File: src/rtl/mem_stage_hs_pkg.sv
// Shared definitions for the handshaked memory stage: bus widths, load-op
// encodings and the stage FSM states.
package mem_stage_hs_pkg;

    // Bus widths excluding the exception-code field, which is parameterised.
    localparam int MS_IN_FIXED_W  = 76;
    localparam int MS_OUT_FIXED_W = 103;
    localparam int MS_FWD_W       = 39;

    typedef enum logic [2:0] {
        LD_LW  = 3'b000,
        LD_LB  = 3'b001,
        LD_LBU = 3'b010,
        LD_LH  = 3'b011,
        LD_LHU = 3'b100,
        LD_LD  = 3'b101
    } ld_op_e;

    typedef enum logic [1:0] {
        MS_EMPTY  = 2'd0,
        MS_WAIT   = 2'd1,
        MS_READY  = 2'd2,
        MS_CANCEL = 2'd3
    } ms_state_e;

    // State entered when EXE hands over an instruction (or nothing).
    function automatic ms_state_e accept_state(input logic valid, input logic req_sent);
        if (!valid) begin
            return MS_EMPTY;
        end
        return req_sent ? MS_WAIT : MS_READY;
    endfunction

endpackage

File: src/rtl/mem_stage_hs_load_align.sv
// Load lane select and sign/zero extension: picks the addressed byte,
// halfword or word out of an SRAM data word and widens it to 32 bits.
module mem_stage_hs_load_align
    import mem_stage_hs_pkg::*;
#(
    parameter int DATA_W = 32,
    parameter int OFF_W  = $clog2(DATA_W / 8)
) (
    input  logic [DATA_W-1:0] rdata_i,
    input  logic [OFF_W-1:0]  off_i,
    input  logic [2:0]        ld_op_i,
    output logic [31:0]       result_o
);

    localparam int IDX_W = OFF_W + 3;
    // Clearing low index bits aligns the bit index down to the access size.
    localparam logic [IDX_W-1:0] HALF_MASK = ~IDX_W'(15);
    localparam logic [IDX_W-1:0] WORD_MASK = ~IDX_W'(31);

    logic [IDX_W-1:0] byte_idx;
    logic [IDX_W-1:0] half_idx;
    logic [IDX_W-1:0] word_idx;
    logic [7:0]       byte_v;
    logic [15:0]      half_v;
    logic [31:0]      word_v;

    assign byte_idx = {off_i, 3'b000};
    assign half_idx = byte_idx & HALF_MASK;
    assign word_idx = byte_idx & WORD_MASK;

    assign byte_v = rdata_i[byte_idx +: 8];
    assign half_v = rdata_i[half_idx +: 16];
    assign word_v = rdata_i[word_idx +: 32];

    always_comb begin
        // NOTE: assign a default before the case so no path leaves the output
        // unassigned, which would infer a latch.
        result_o = word_v;
        case (ld_op_i)
            LD_LB:   result_o = {{24{byte_v[7]}}, byte_v};
            LD_LBU:  result_o = {24'b0, byte_v};
            LD_LH:   result_o = {{16{half_v[15]}}, half_v};
            LD_LHU:  result_o = {16'b0, half_v};
            default: result_o = word_v;
        endcase
    end

endmodule

File: src/rtl/mem_stage_hs.sv
// MIPS memory stage for a variable-latency data SRAM: waits for data_ok,
// buffers load data while WB stalls, cancels owed responses on flush.
module mem_stage_hs
    import mem_stage_hs_pkg::*;
#(
    parameter int DATA_W    = 32,
    parameter int OFF_W     = $clog2(DATA_W / 8),
    parameter int EXCODE_W  = 5,
    parameter int MS_IN_WD  = MS_IN_FIXED_W + EXCODE_W,
    parameter int MS_OUT_WD = MS_OUT_FIXED_W + EXCODE_W
) (
    input  logic                 clk,
    input  logic                 reset,
    input  logic                 ws_allowin,
    output logic                 ms_allowin,
    input  logic                 es_to_ms_valid,
    input  logic [MS_IN_WD-1:0]  es_to_ms_bus,
    output logic                 ms_to_ws_valid,
    output logic [MS_OUT_WD-1:0] ms_to_ws_bus,
    input  logic                 data_sram_data_ok,
    input  logic [DATA_W-1:0]    data_sram_rdata,
    input  logic                 ms_flush,
    output logic                 ms_ex_block,
    output logic [MS_FWD_W-1:0]  ms_fwd_bus
);

    // Incoming EXE bus fields.
    logic                es_req_sent;
    logic [2:0]          es_ld_op;
    logic                es_res_from_mem;
    logic                es_gr_we;
    logic [4:0]          es_dest;
    logic                es_ex;
    logic [EXCODE_W-1:0] es_excode;
    logic [31:0]         es_alu_result;
    logic [31:0]         es_pc;

    assign {es_req_sent, es_ld_op, es_res_from_mem, es_gr_we, es_dest,
            es_ex, es_excode, es_alu_result, es_pc} = es_to_ms_bus;

    ms_state_e           state_q;
    ms_state_e           state_d;
    logic [2:0]          ld_op_q;
    logic                res_from_mem_q;
    logic                gr_we_q;
    logic [4:0]          dest_q;
    logic                ex_q;
    logic [EXCODE_W-1:0] excode_q;
    logic [31:0]         alu_result_q;
    logic [31:0]         pc_q;
    logic [DATA_W-1:0]   rdata_buf_q;

    logic              ms_valid;
    logic              ms_ready_go;
    logic              accept;
    logic              buf_load;
    logic [DATA_W-1:0] rdata_sel;
    logic [31:0]       load_result;
    logic [31:0]       final_result;
    logic              fwd_valid;
    logic              fwd_blocked;

    assign ms_valid    = (state_q == MS_WAIT) || (state_q == MS_READY);
    assign ms_ready_go = (state_q == MS_READY) ||
                         ((state_q == MS_WAIT) && data_sram_data_ok);
    // CANCEL never reaches ready_go, so allowin stays low until the owed data_ok.
    assign ms_allowin  = (state_q == MS_EMPTY) || (ms_ready_go && ws_allowin);
    assign accept      = ms_allowin && es_to_ms_valid && !ms_flush;

    assign ms_to_ws_valid = ms_valid && ms_ready_go && !ms_flush;
    assign buf_load       = (state_q == MS_WAIT) && data_sram_data_ok &&
                            !ws_allowin && !ms_flush;

    always_comb begin
        state_d = state_q;
        if (ms_flush) begin
            if (((state_q == MS_WAIT) || (state_q == MS_CANCEL)) && !data_sram_data_ok) begin
                state_d = MS_CANCEL;
            end else begin
                state_d = MS_EMPTY;
            end
        end else begin
            case (state_q)
                MS_EMPTY: begin
                    state_d = accept_state(es_to_ms_valid, es_req_sent);
                end
                MS_WAIT: begin
                    if (data_sram_data_ok) begin
                        state_d = ws_allowin ? accept_state(es_to_ms_valid, es_req_sent)
                                             : MS_READY;
                    end
                end
                MS_READY: begin
                    if (ws_allowin) begin
                        state_d = accept_state(es_to_ms_valid, es_req_sent);
                    end
                end
                MS_CANCEL: begin
                    if (data_sram_data_ok) begin
                        state_d = MS_EMPTY;
                    end
                end
                default: state_d = MS_EMPTY;
            endcase
        end
    end

    always_ff @(posedge clk) begin
        // NOTE: non-blocking assignments make every register sample the same
        // pre-edge values regardless of statement order.
        if (reset) begin
            state_q        <= MS_EMPTY;
            ld_op_q        <= '0;
            res_from_mem_q <= 1'b0;
            gr_we_q        <= 1'b0;
            dest_q         <= '0;
            ex_q           <= 1'b0;
            excode_q       <= '0;
            alu_result_q   <= '0;
            pc_q           <= '0;
            rdata_buf_q    <= '0;
        end else begin
            state_q <= state_d;
            if (accept) begin
                ld_op_q        <= es_ld_op;
                res_from_mem_q <= es_res_from_mem;
                gr_we_q        <= es_gr_we;
                dest_q         <= es_dest;
                ex_q           <= es_ex;
                excode_q       <= es_excode;
                alu_result_q   <= es_alu_result;
                pc_q           <= es_pc;
            end
            if (buf_load) begin
                rdata_buf_q <= data_sram_rdata;
            end
        end
    end

    // Live SRAM data while waiting; the buffer once the stage has gone READY.
    assign rdata_sel = (state_q == MS_WAIT) ? data_sram_rdata : rdata_buf_q;

    mem_stage_hs_load_align #(
        .DATA_W (DATA_W),
        .OFF_W  (OFF_W)
    ) u_load_align (
        .rdata_i  (rdata_sel),
        .off_i    (alu_result_q[OFF_W-1:0]),
        .ld_op_i  (ld_op_q),
        .result_o (load_result)
    );

    assign final_result = res_from_mem_q ? load_result : alu_result_q;

    assign ms_to_ws_bus = {gr_we_q, dest_q, final_result, ex_q, excode_q,
                           alu_result_q, pc_q};

    assign ms_ex_block = ms_valid && ex_q;

    assign fwd_valid   = ms_valid && gr_we_q;
    assign fwd_blocked = fwd_valid && res_from_mem_q && !ms_ready_go;
    assign ms_fwd_bus  = {fwd_valid, fwd_blocked, dest_q, final_result};

endmodule

File: config.mk
export PLATFORM = sky130hd
export DESIGN_NAME = mem_stage_hs
export DESIGN_NICKNAME = d
export VERILOG_FILES = /design/src/rtl/mem_stage_hs_pkg.sv /design/src/rtl/mem_stage_hs_load_align.sv /design/src/rtl/mem_stage_hs.sv
export SDC_FILE = /design/constraint.sdc
export NUM_CORES = 1
export LEC_CHECK = 0
export BUFFER_PORTS_ARGS = -buffer_cell sky130_fd_sc_hd__buf_2
export CORE_AREA = 5 5 117 119
export CTS_CLUSTER_SIZE = 40
export DETAILED_ROUTE_END_ITERATION = 10
export DIE_AREA = 0 0 122 124
export HOLD_SLACK_MARGIN = 0.05
export PLACE_DENSITY = 0.82
export SLEW_MARGIN = 20
export SYNTH_ARGS = -nofsm -noshare
export SYNTH_HDL_FRONTEND = slang
export SYNTH_HIERARCHICAL = 1
export SYNTH_SLANG_ARGS = --single-unit
File: constraint.sdc
create_clock -name clk -period 11.25 [get_ports clk]
set_input_delay 1.6875 -clock clk [delete_from_list [all_inputs] [get_ports clk]]
set_output_delay 1.6875 -clock clk [all_outputs]
set_load 0.005 [all_outputs]
# [Yosys cells after proc, flatten, opt, wreduce, memory -nomap -nowiden]
# Cells that the tools add are included.
[totals] regBits=114 in_bits=119 out_inout_bits=150 elab_cells=69
[op_classes] eq_ne=10 shifts=2 mux=24 n_reduce_logical=23
[ops] operator="one-hot mux 32 bit (4 select lines)" count=1
[ops] operator="two-way mux 32 bit" count=2
[ops] operator="variable part select 32 x 6 -> 16 bit" count=1
[ops] operator="variable part select 32 x 6 -> 8 bit" count=1
[ops] operator="two-way mux 2 bit" count=11
[ops] operator="logical AND 1 bit" count=13
[ops] operator="two-way mux 1 bit" count=9
[ops] operator="!= test 3 bit (second input constant)" count=3
[ops] operator="one-hot mux 2 bit (4 select lines)" count=1
[ops] operator="equality test 3 x 2 -> 1 bit (second input constant)" count=2
[ops] operator="equality test 2 bit (second input constant)" count=2
[ops] operator="zero test 1 bit" count=4
[ops] operator="logical OR 1 bit" count=4
[ops] operator="equality test 3 x 1 -> 1 bit (second input constant)" count=1
[ops] operator="equality test 3 bit (second input constant)" count=1
[ops] operator="AND reduction 3 bit" count=1
[ops] operator="equality test 2 x 1 -> 1 bit (second input constant)" count=1
[ops] operator="zero test 2 bit" count=1

# [Longest topological paths before layout]
# Gate-level depths: netlist (run 1).
[depth] depth_word=9 mapped_depth=12 mapped_depth_nobuf=8

# [Cells and area by module]
# Netlist (run 1), hierarchy kept.
[by_module_without_submodules] mod="mem_stage_hs" n_inst=1 cells_per_inst=635 area_each_um2=5469.0 seq_area_each_um2=2282.2
[by_module_without_submodules] mod="mem_stage_hs_load_align" n_inst=1 cells_per_inst=152 area_each_um2=952.2 seq_area_each_um2=0.0

# [Least setup slack after synthesis (run 1)]
# OpenSTA, ideal clock, no wires.
[synth_path] path_kind="in2out" from="input data_sram_rdata[31]" to="output ms_to_ws_bus[85]" arrival_ps=3732 path_slack_ps=5831 cell_stages=8 cell_sequence="mux2_2 -> mux4_2 -> and2_4 -> buf_6 -> a211o_1 -> a221o_1 -> mux2_2 -> buf_4"
[synth_via] elab_chain_len=4 elab_cells_between_ends=5 cone_classes="2 x shift; 3 x mux"
[synth_lines] item="from (decl)" line_no="mem_stage_hs.sv:21" rtl="input logic [DATA_W-1:0] data_sram_rdata,"
[synth_lines] item="two-way mux 32 bit *" line_no="mem_stage_hs.sv:141" rtl="assign rdata_sel = (state_q == MS_WAIT) ? data_sram_rdata : rdata_buf_q;"
[synth_lines] item="variable part select 32 x 6 -> 16 bit or variable part select 32 x 6 -> 8 bit (tied branches)" line_no="mem_stage_hs_load_align.sv:32, mem_stage_hs_load_align.sv:31"
[synth_lines] item="one-hot mux 32 bit (4 select lines) *" line_no="mem_stage_hs_load_align.sv:39" rtl="case (ld_op_i)"
[synth_lines] item="named net load_result[15]" line_no="mem_stage_hs.sv:58" rtl="logic [31:0] load_result;"
[synth_lines] item="two-way mux 32 bit *" line_no="mem_stage_hs.sv:153" rtl="assign final_result = res_from_mem_q ? load_result : alu_result_q;"
[synth_lines] item="to (decl)" line_no="mem_stage_hs.sv:19" rtl="output logic [MS_OUT_WD-1:0] ms_to_ws_bus,"
# The timed path passes the listed nets; every way through them passes the cells marked *.

# [Worst setup path in the final report (run 1)]
[layout_path] from="input data_sram_rdata[15]" to="output ms_to_ws_bus[85]"
[layout_via] elab_chain_len=4 elab_cells_between_ends=5 cone_classes="2 x shift; 3 x mux"
[layout_lines] item="two-way mux 32 bit *" line_no="mem_stage_hs.sv:141"
[layout_lines] item="named net rdata_sel[15]" line_no="mem_stage_hs.sv:57" rtl="logic [DATA_W-1:0] rdata_sel;"
[layout_lines] item="variable part select 32 x 6 -> 16 bit or variable part select 32 x 6 -> 8 bit (tied branches)" line_no="mem_stage_hs_load_align.sv:32, mem_stage_hs_load_align.sv:31"
[layout_lines] item="one-hot mux 32 bit (4 select lines) *" line_no="mem_stage_hs_load_align.sv:39"
[layout_lines] item="named net load_result[15]" line_no="mem_stage_hs.sv:58"
[layout_lines] item="two-way mux 32 bit *" line_no="mem_stage_hs.sv:153"
# Marked as above.

==> impl_metrics.tcl, run 1 <==
set metrics [dict create \
    maxSlewViolCount 0 \
    syn_area_sq_mm 0.00642 \
    gp_congestion 0.929 \
    drt-total-wl_um 19800 \
    status "finished clean" \
    final_antenna_net_count 0 \
    cts_buffers 17 \
    crit_path_end_kind "output pin" \
    die_w_um 122 \
    max-vdd-ir-drop_v 0.000121 \
    start_util 0.515 \
    max-cap-violations 0 \
    first_pass_iters 5 \
    power.internal_mw 0.870 \
    first_iter_violations 395 \
    dp_slack_ns 5.69 \
    syn2layout_area_growth_pct 24.0 \
    synth_async_sr_flop_share 0 \
    critPathRequiredTime_ns 9.56 \
    synth_cell_types 49 \
    rsz0062_at_grt "no" \
    fin_area_sq_mm 0.00796 \
    yosysWarnings 6 \
    pwr-share-seq 0.376 \
    critPathKind "input port to output pin" \
    grt_pass1_wl_um 30200 \
    yosysSeqAreaShare 0.355 \
    min_path_type "flop to flop" \
    ys.flop_type "dfxtp_1" \
    cts_htree_levels 4 \
    min_period_ns 5.56 \
    clk_pin_slew_ns 0.05 \
    worstPathMaxFanout 9 \
    syn-num-nets 910 \
    final-hold-violation-count 0 \
    rr_startpoint "state_q[1]" \
    min_from "excode_q[2]" \
    max_freq_mhz 180 \
    slew_headroom 0.340 \
    final_common_cell "buf_2" \
    fp.coreArea_sq_mm 0.0125 \
    grt.total_usage 0.255 \
    start_kind "input port" \
    p_sw_frac 0.253 \
    route.detailed.drc 0 \
    vias 6139 \
    clkPwrFrac 0.482 \
    die-area_sq_mm 0.0151 \
    postSynthAreaPerCell_sq_um 8.16 \
    clock_latency_ns 0.41 \
    hpwl_um 14200 \
    antenna_found_initial 0 \
    cts_tree "yes" \
    layout.nets 1103 \
    fin_tns_setup_ns 0 \
    critPathLaunch "data_sram_rdata[15]" \
    clock_tree.root_cell "clkbuf_16" \
    post_cts_buffers 0 \
    fin_hold_ws_ns 0.449 \
    clock_skew_ns 0.00813 \
    pwr_density_cell_mw_per_mm2 146 \
    synth_edf_count 0 \
    io_buffers 268 \
    drive_gt1_frac 0.436 \
    die_h_um 124 \
    worst_slew_pin_slew_ns 0.988 \
    syn_inst 787 \
    p_leak_nw 3.70 \
    antennaDiodeCount 0 \
    clk_path_buf_depth 2 \
    cts_hold_buf 0 \
    crit_arrival_ns 3.88 \
    min_period_over_period 0.495 \
    netlist_top_cells_area "dfxtp_1 36%, nand2_1 14%, mux2_2 11%" \
    placed_cell_area_sq_mm 0.00733 \
    synth_top_cell_by_area "dfxtp_1" \
    grt-ovfl-total 0 \
    grt_max_degree 81 \
    comb_power_share 0.142 \
    synth_seq_cells 114 \
    pin_count 269 \
    fp-row-count 41 \
    drt-wirelength-per-cell_um 17.0 \
    grt_pass1_vias 5921 \
    power.switching_mw 0.295 \
    setup_viol 0 \
    clock-sinks 114 \
    mostFrequentLayoutCells "267 x buf_2, 247 x nand2_1, 113 x dfxtp_1" \
    worst_slack_ns 5.69 \
    synth_top_area_frac 0.355 \
    cts_resized 0 \
    vias_per_cell 5.27 \
]
[final cells by class]
| cell class | instances | area [sq um] |
|---|---|---|
| clock buffer | 22 | 494 |
| fill | 1066 | 4500 |
| multi-input combinational | 566 | 3420 |
| tap | 172 | 215 |
| clock inverter | 10 | 129 |
| sequential | 114 | 2280 |
| timing repair buffer | 275 | 1400 |
| inverter | 6 | 22.5 |
[cells by family (layout without fill, tap and decap cells)]
kind of cell,count (synthesis),after routing,synth area share
AOI/OAI and AO/OA,189,189,0.202
adders and majority gates,4,4,0.00779
xor gates and xnor gates,2,2,0.00273
buffers and inverters,107,313,0.114
and+or+nand+nor,296,296,0.187
DFF,114,114,0.355
muxes,75,75,0.132
[power groups by stage]
stage          clock network [mW]  logic (mW)  registers [mW]
6_report                    0.562       0.165           0.438
5_1_grt                     0.591       0.181           0.439
4_1_cts                     0.569       0.165           0.437
3_5_place_dp                    0       0.165           0.445
3_3_place_gp                    0       0.163           0.445
2_1_floorplan                   0       0.114           0.441
[critical path, stage by stage]
cell and delay [ns]:
buf_2 0.11, mux2_2 0.33, mux4_2 0.49, and2_4 0.21, a211o_1 0.26, a221o_1 0.38
mux2_2 0.29, buf_2 0.13
[metal layers]
metal	share of wire	GRT usage	vias to the layer above
li1	-	-	2999
met1	0.40	0.298	2843
met2	0.49	0.430	259
met3	0.087	0.0867	38
met4	0.029	0.108	0
met5	0	0	-
[registers in the layout, summed over array words and instances (netlist names)]
register / flops
excode_q: 5
pc_q: 32
ld_op_q: 3
dest_q: 5
rdata_buf_q: 32
state_q: 2
gr_we_q: 1
ex_q: 1
res_from_mem_q: 1
alu_result_q: 32
[final timing paths]
path | to | slack, ns | cells after the start
setup reg to reg | alu_result_q[14] | 8.56 | 8
hold reg to reg | excode_q[2] | 0.45 | 2
hold / removal | excode_q[2] | 0.45 | 2
setup / recovery | ms_to_ws_bus[85] | 5.69 | 8
[cells in the mapped netlist, drive strengths merged, types with 2 or more instances]
| cell | n |
|---|---|
| nand2 | 247 |
| nor2 | 16 |
| nor3b | 2 |
| or2 | 2 |
| a221o | 8 |
| o211ai | 2 |
| ha | 4 |
| and2 | 3 |
| buf | 81 |
| a31oi | 2 |
| and3 | 2 |
| dfxtp | 114 |
| a21oi | 116 |
| inv | 6 |
| nand2b | 4 |
| mux2 | 65 |
| o21ai | 25 |
| nand3 | 4 |
| a221oi | 2 |
| xnor2 | 2 |
| nor2b | 9 |
| a21o | 17 |
| clkbuf | 20 |
| nor3 | 4 |
| a22oi | 8 |
| a211o | 2 |
| mux2i | 9 |
[through the flow]
step / instances / util / total power [mW]
floorplan: 787 / - / 0.554
global placement: 1133 / 0.588 / 0.608
detailed placement: 1133 / 0.588 / 0.610
CTS: 1165 / 0.638 / 1.17
global route: 1165 / 0.639 / 1.21
finish: 1165 / 0.639 / 1.16
(Power assumes the default switching activity.)
==> run 2, diff against run 1 <==
- CORE_AREA: 5 5 117 119 -> 5 5 121 123
- DIE_AREA: 0 0 122 124 -> 0 0 126 128
- PLACE_DENSITY: 0.82 -> 0.77
- clock period: 11.25 -> 5.2 ns (I/O delays scaled with it)
==> run 2 against run 1 <==
Against the previous run: clock power is 110% higher; critical endpoint unchanged; largest cell class unchanged; critical path type is now flop to output pin; sequential share of layout area hardly changed; critical path depth is 1 higher.
==> impl_metrics.tcl, run 2 (synthesis results as in run 1) <==
set metrics [dict create \
    drt-wirelength-per-cell_um 16.8 \
    first_pass_iters 5 \
    min_period_ns 4.41 \
    setup_viol 0 \
    pin_count 269 \
    use_met1 0.289 \
    clock_latency_ns 0.41 \
    reg2regPathDepth 7 \
    grt_max_degree 81 \
    cts_buffers 17 \
    place_inst 1142 \
    cts_resized 0 \
    cts_hold_buf 0 \
    drive_gt1_frac 0.437 \
    post_cts_buffers 0 \
    grt_pass1_wl_um 30600 \
    grt.total_usage 0.237 \
    start_util 0.474 \
    die_w_um 126 \
    max-vdd-ir-drop_v 0.000187 \
    antennaDiodeCount 0 \
    status "finished clean" \
    min_path_type "flop to flop" \
    fp-row-count 43 \
    clock_skew_ns 0.00610 \
    vias 6098 \
    io_buffers 268 \
    critPathLaunch "state_q[1]" \
    critPathKind "flop to output pin" \
    die-area_sq_mm 0.0161 \
    endpoint "ms_to_ws_bus[85]" \
    grt_pass1_vias 5924 \
    cts_tree "yes" \
    fin_cells 1174 \
    mostFrequentLayoutCells "267 x buf_2, 247 x nand2_1, 113 x dfxtp_1" \
    syn2layout_area_growth_pct 24.1 \
    worst_slew_pin_slew_ns 1.00 \
    met3_usage 0.0763 \
    crit_arrival_ns 3.63 \
    dp_slack_ns 1.24 \
    met2_usage 0.394 \
    grt.busiest_layer "met2" \
    worstPathMaxFanout 16 \
    rsz0062_at_grt "no" \
    rrSetupSlack_ns 2.53 \
    antenna_found_initial 0 \
    cts_htree_levels 4 \
    gp_congestion 0.899 \
    final_antenna_net_count 0 \
    maxSlewViolCount 0 \
    clk_pin_slew_ns 0.06 \
    hpwl_um 14400 \
    crit_path_end_kind "output pin" \
    fin_tns_setup_ns 0 \
    die_h_um 128 \
    min_period_over_period 0.847 \
    pwr_density_cell_mw_per_mm2 314 \
    max-cap-violations 0 \
    first_iter_violations 408 \
    rr_startpoint "state_q[1]" \
    critPathRequiredTime_ns 4.42 \
    fp.coreArea_sq_mm 0.0136 \
    final-hold-violation-count 0 \
    vias_per_cell 5.19 \
    clk_path_buf_depth 2 \
    route.detailed.drc 0 \
    timing.rr.end "alu_result_q[11]" \
    start_kind "flop" \
    reg_top3 "alu_result_q x32, pc_q x32, rdata_buf_q x32" \
    clock-sinks 114 \
    worst_slack_ns 0.794 \
    clock_tree.root_cell "clkbuf_16" \
    drt-total-wl_um 19800 \
    final_common_cell "buf_2" \
    slew_headroom 0.333 \
    p_leak_nw 3.68 \
    layout.nets 1104 \
    grt-ovfl-total 0 \
    max_freq_mhz 227 \
]
[run 2: changes by cell type in the layout (fill, tap and decap cells not counted), sizes merged]
cell      previous run  this run
buf                275       276
clkbuf              22        19
clkinv               7         3
clkinvlp             0         6
inv                  6         7
[run 2: worst min path at each step]
stage,start,endpoint,slack [ns],cells after the start
after global routing,rdata_buf_q[22],rdata_buf_q[22],0.46,2
after detailed placement,pc_q[6],pc_q[6],0.44,2
after CTS,pc_q[6],pc_q[6],0.45,2
after floorplan,rdata_buf_q[0],rdata_buf_q[0],0.43,2
final,excode_q[1],excode_q[1],0.45,2
after global placement,pc_q[17],pc_q[17],0.44,2
[run 2: area by class of cell]
cell class / count / area (sq um)
inverter: 6 / 22.5
timing repair buffer: 276 / 1400
fill: 1285 / 5590
sequential: 114 / 2280
tap: 180 / 225
clock inverter: 13 / 159
multi-input combinational: 566 / 3420
clock buffer: 19 / 453
[run 2: metrics by stage]
step / utilization / power (mW) / instance area [sq um] / hold slack, ns
4_1_cts: 0.587 / 2.53 / 7960 / 0.451
2_1_floorplan: - / 1.20 / 6420 / 0.434
3_3_place_gp: 0.542 / 1.32 / 7350 / 0.438
6_report: 0.588 / 2.50 / 7970 / 0.450
5_1_grt: 0.588 / 2.61 / 7970 / 0.465
3_5_place_dp: 0.542 / 1.32 / 7350 / 0.444
[run 2: where the power goes]
group          switching [mW]  internal, mW
Sequential             0.0308         0.911
Combinational           0.204         0.159
Clock                   0.422         0.776
[run 2: routing by layer]
metal / up-vias / wire, um
met2: 234 / 9570
met1: 2850 / 8190
met5: - / 0
met4: 0 / 376
met3: 25 / 1630
li1: 2989 / -
[run 2: critical path, stage by stage, from the launching register on]
cell and delay (ns):
dfxtp_1 0.34, inv_1 0.09, ha_1 0.55, mux2_2 0.47, mux4_2 0.50, and2_4 0.20
a211o_1 0.27, a221o_1 0.38, mux2_2 0.28, buf_2 0.13
==> run 3, diff against run 2 <==
- ABC_AREA: not set -> 1
- CORE_AREA: 5 5 121 123 -> 5 5 122 124
- DIE_AREA: 0 0 126 128 -> 0 0 127 129
- clock period: 5.2 -> 4.27 ns (I/O delays scaled with it)
==> run 3 against run 2 <==
Against the previous run: cell area up 0.96%; non-clock buffer count unchanged; sequential power increased by 21%; worst setup slack worse by 0.27 ns; largest power group unchanged; highest routed layer unchanged.
==> impl_metrics.tcl, run 3 <==
set metrics [dict create \
    status "finished clean" \
    drt-total-wl_um 22100 \
    clock_tree.root_cell "clkbuf_16" \
    drt-wirelength-per-cell_um 15.8 \
    worstPathMaxFanout 23 \
    clk_path_buf_depth 2 \
    cts_buffers 17 \
    pin_count 269 \
    rr_startpoint "state_q[1]" \
    route.detailed.drc 0 \
    grt_max_degree 83 \
    grt-ovfl-total 0 \
    synth_async_sr_flop_share 0 \
    p_leak_nw 4.27 \
    use_met1 0.309 \
    critPathLaunch "state_q[1]" \
    grt_pass1_wl_um 34300 \
    met2_usage 0.451 \
    syn_inst 1022 \
    ys.flop_type "dfxtp_1" \
    max-cap-violations 0 \
    crit_path_end_kind "output pin" \
    synth.area.mux_share 0 \
    antennaDiodeCount 0 \
    synth_fa_ha_area_frac 0.00762 \
    fin_hold_ws_ns 0.460 \
    cpMaxStageDelayCell "ha_1" \
    netlist_top_cells_area "dfxtp_1 35%, nand2_1 22%, nand3_1 11%" \
    die_w_um 127 \
    final_antenna_net_count 0 \
    pwr_density_cell_mw_per_mm2 386 \
    setup_viol 0 \
    syn2layout_area_growth_pct 22.5 \
    maxSlewViolCount 0 \
    cts_htree_levels 4 \
    cts_hold_buf 0 \
    vias_per_cell 5.19 \
    syn-num-nets 1145 \
    first_pass_iters 5 \
    multiInputGateArea_sq_mm 0.00334 \
    yosysSeqAreaShare 0.348 \
    reg_top3 "alu_result_q x32, pc_q x32, rdata_buf_q x32" \
    mostFrequentLayoutCells "387 x nand2_1, 268 x buf_2, 139 x nand3_1" \
    synth-xor-area-share 0 \
    grt.busiest_layer "met2" \
    synth.most_common_cell "nand2_1" \
    fin_cells 1397 \
    min_period_ns 3.74 \
    synth_simple_gate_area_frac 0.406 \
    crit_top_cell "nand2_1" \
    yosysWarnings 6 \
    cts_resized 0 \
    synth_cell_types 24 \
    crit_arrival_ns 3.10 \
    met3_usage 0.0814 \
    synth_seq_cells 114 \
    die_h_um 129 \
    critPathKind "flop to output pin" \
    clock-sinks 114 \
    worst_slew_pin_slew_ns 1.04 \
    start_util 0.480 \
    slowest_delay_ns 0.49 \
    final_common_cell "nand2_1" \
    clk_pin_slew_ns 0.06 \
    path_cells "inv_1 > ha_1 > clkinv_1 > buf_4 > nand2_1 > nand2_1 > inv_1 > nand2_1 > nand3_1 > nand2_1 > nand2_1 > nand3_1 > nand2_1 > nand2_1 > buf_2" \
    synth_edf_count 0 \
    synth_top_area_frac 0.348 \
    synth_top_cell_by_area "dfxtp_1" \
    min_from "pc_q[3]" \
    fillCellCount 1405 \
    io_buffers 268 \
    postSynthAreaPerCell_sq_um 6.42 \
    die-area_sq_mm 0.0164 \
    slew_headroom 0.308 \
    antenna_found_initial 0 \
    fp.coreArea_sq_mm 0.0137 \
    final-hold-violation-count 0 \
    cts_tree "yes" \
    clock_skew_ns 0.00371 \
    grt.total_usage 0.261 \
    min_period_over_period 0.877 \
    ff_latch_area_sq_mm 0.00228 \
    synth_compound_area_frac 0.0957 \
    vias 7252 \
    min_path_type "flop to flop" \
    max-vdd-ir-drop_v 0.000401 \
    synthTopCellsByCount "387 x nand2_1, 139 x nand3_1, 114 x dfxtp_1" \
    syn_area_sq_mm 0.00657 \
    clock_latency_ns 0.41 \
    layout.nets 1328 \
    start_kind "flop" \
    fin_tns_setup_ns 0 \
    hpwl_um 15800 \
    drive_gt1_frac 0.270 \
    max_freq_mhz 267 \
    fp-row-count 43 \
    place_inst 1366 \
    grt_pass1_vias 6733 \
    post_cts_buffers 0 \
    synth_top_family_by_area "simple AND/OR/NAND/NOR gates" \
    rsz0062_at_grt "no" \
    gp_congestion 0.927 \
    critPathRequiredTime_ns 3.63 \
    first_iter_violations 658 \
]
==> run 3: cell types whose count changed after synthesis, sizes merged, moves of 4 or more <==
cell    before  now
o21ai       25   43
clkbuf      20   30
a22oi        8    0
inv          6   45
a221o        8    0
nor2b        9    0
nand2b       4    0
a21oi      116   81
mux2        65    0
a21o        17    0
nand2      247  402
mux2i        9    0
nand3        4  139
nor2        16   76
==> run 3: power breakdown <==
group,internal [mW],switching (mW)
Sequential,1.11,0.0306
Clock,0.964,0.517
Combinational,0.177,0.305
Total,2.25,0.852
==> run 3: worst max-delay path: cells and delay by family (launching register included) <==
| kind | cells | cell delay [ns] |
|---|---|---|
| fa+ha+maj | 1 | 0.49 |
| buf+inv | 5 | 1.15 |
| flops | 1 | 0.34 |
| simple gates | 9 | 0.69 |
==> run 3: metrics by stage <==
| step | utilization | instance area, sq um | worst slack, ns | power [mW] |
|---|---|---|---|---|
| 2_1_floorplan | - | 6570 | 1.54 | 1.50 |
| 3_3_place_gp | 0.543 | 7430 | 1.11 | 1.64 |
| 3_5_place_dp | 0.543 | 7430 | 1.06 | 1.64 |
| 4_1_cts | 0.589 | 8050 | 0.553 | 3.12 |
| 5_1_grt | 0.589 | 8050 | 0.239 | 3.24 |
| 6_report | 0.589 | 8050 | 0.526 | 3.10 |
==> run 3: cell families after synthesis <==
logic type / count (synthesis)
and+or+nand+nor: 621
buffers and inverters: 158
adders and majority gates: 4
AOI/OAI and AO/OA: 125
DFF: 114
==> run 3: per-layer routing <==
| layer | vias to the layer above | share of wire |
|---|---|---|
| met4 | 0 | 0.022 |
| met3 | 35 | 0.088 |
| met2 | 326 | 0.50 |
| met5 | - | 0 |
| li1 | 3573 | - |
| met1 | 3318 | 0.39 |
==> run 3: final timing paths <==
path / end / slack (ns) / cells past startpoint
hold reg to reg: pc_q[3] / 0.46 / 2
hold / removal: pc_q[3] / 0.46 / 2
setup / recovery: ms_to_ws_bus[74] / 0.53 / 15
setup reg to reg: alu_result_q[15] / 1.75 / 9
==> run 3: area by class of cell <==
class / count / area share
multi-input combinational: 750 / 0.416
sequential: 114 / 0.284
timing repair buffer: 276 / 0.174
clock buffer: 20 / 0.0580
tap: 180 / 0.0280
inverter: 46 / 0.0215
clock inverter: 11 / 0.0190
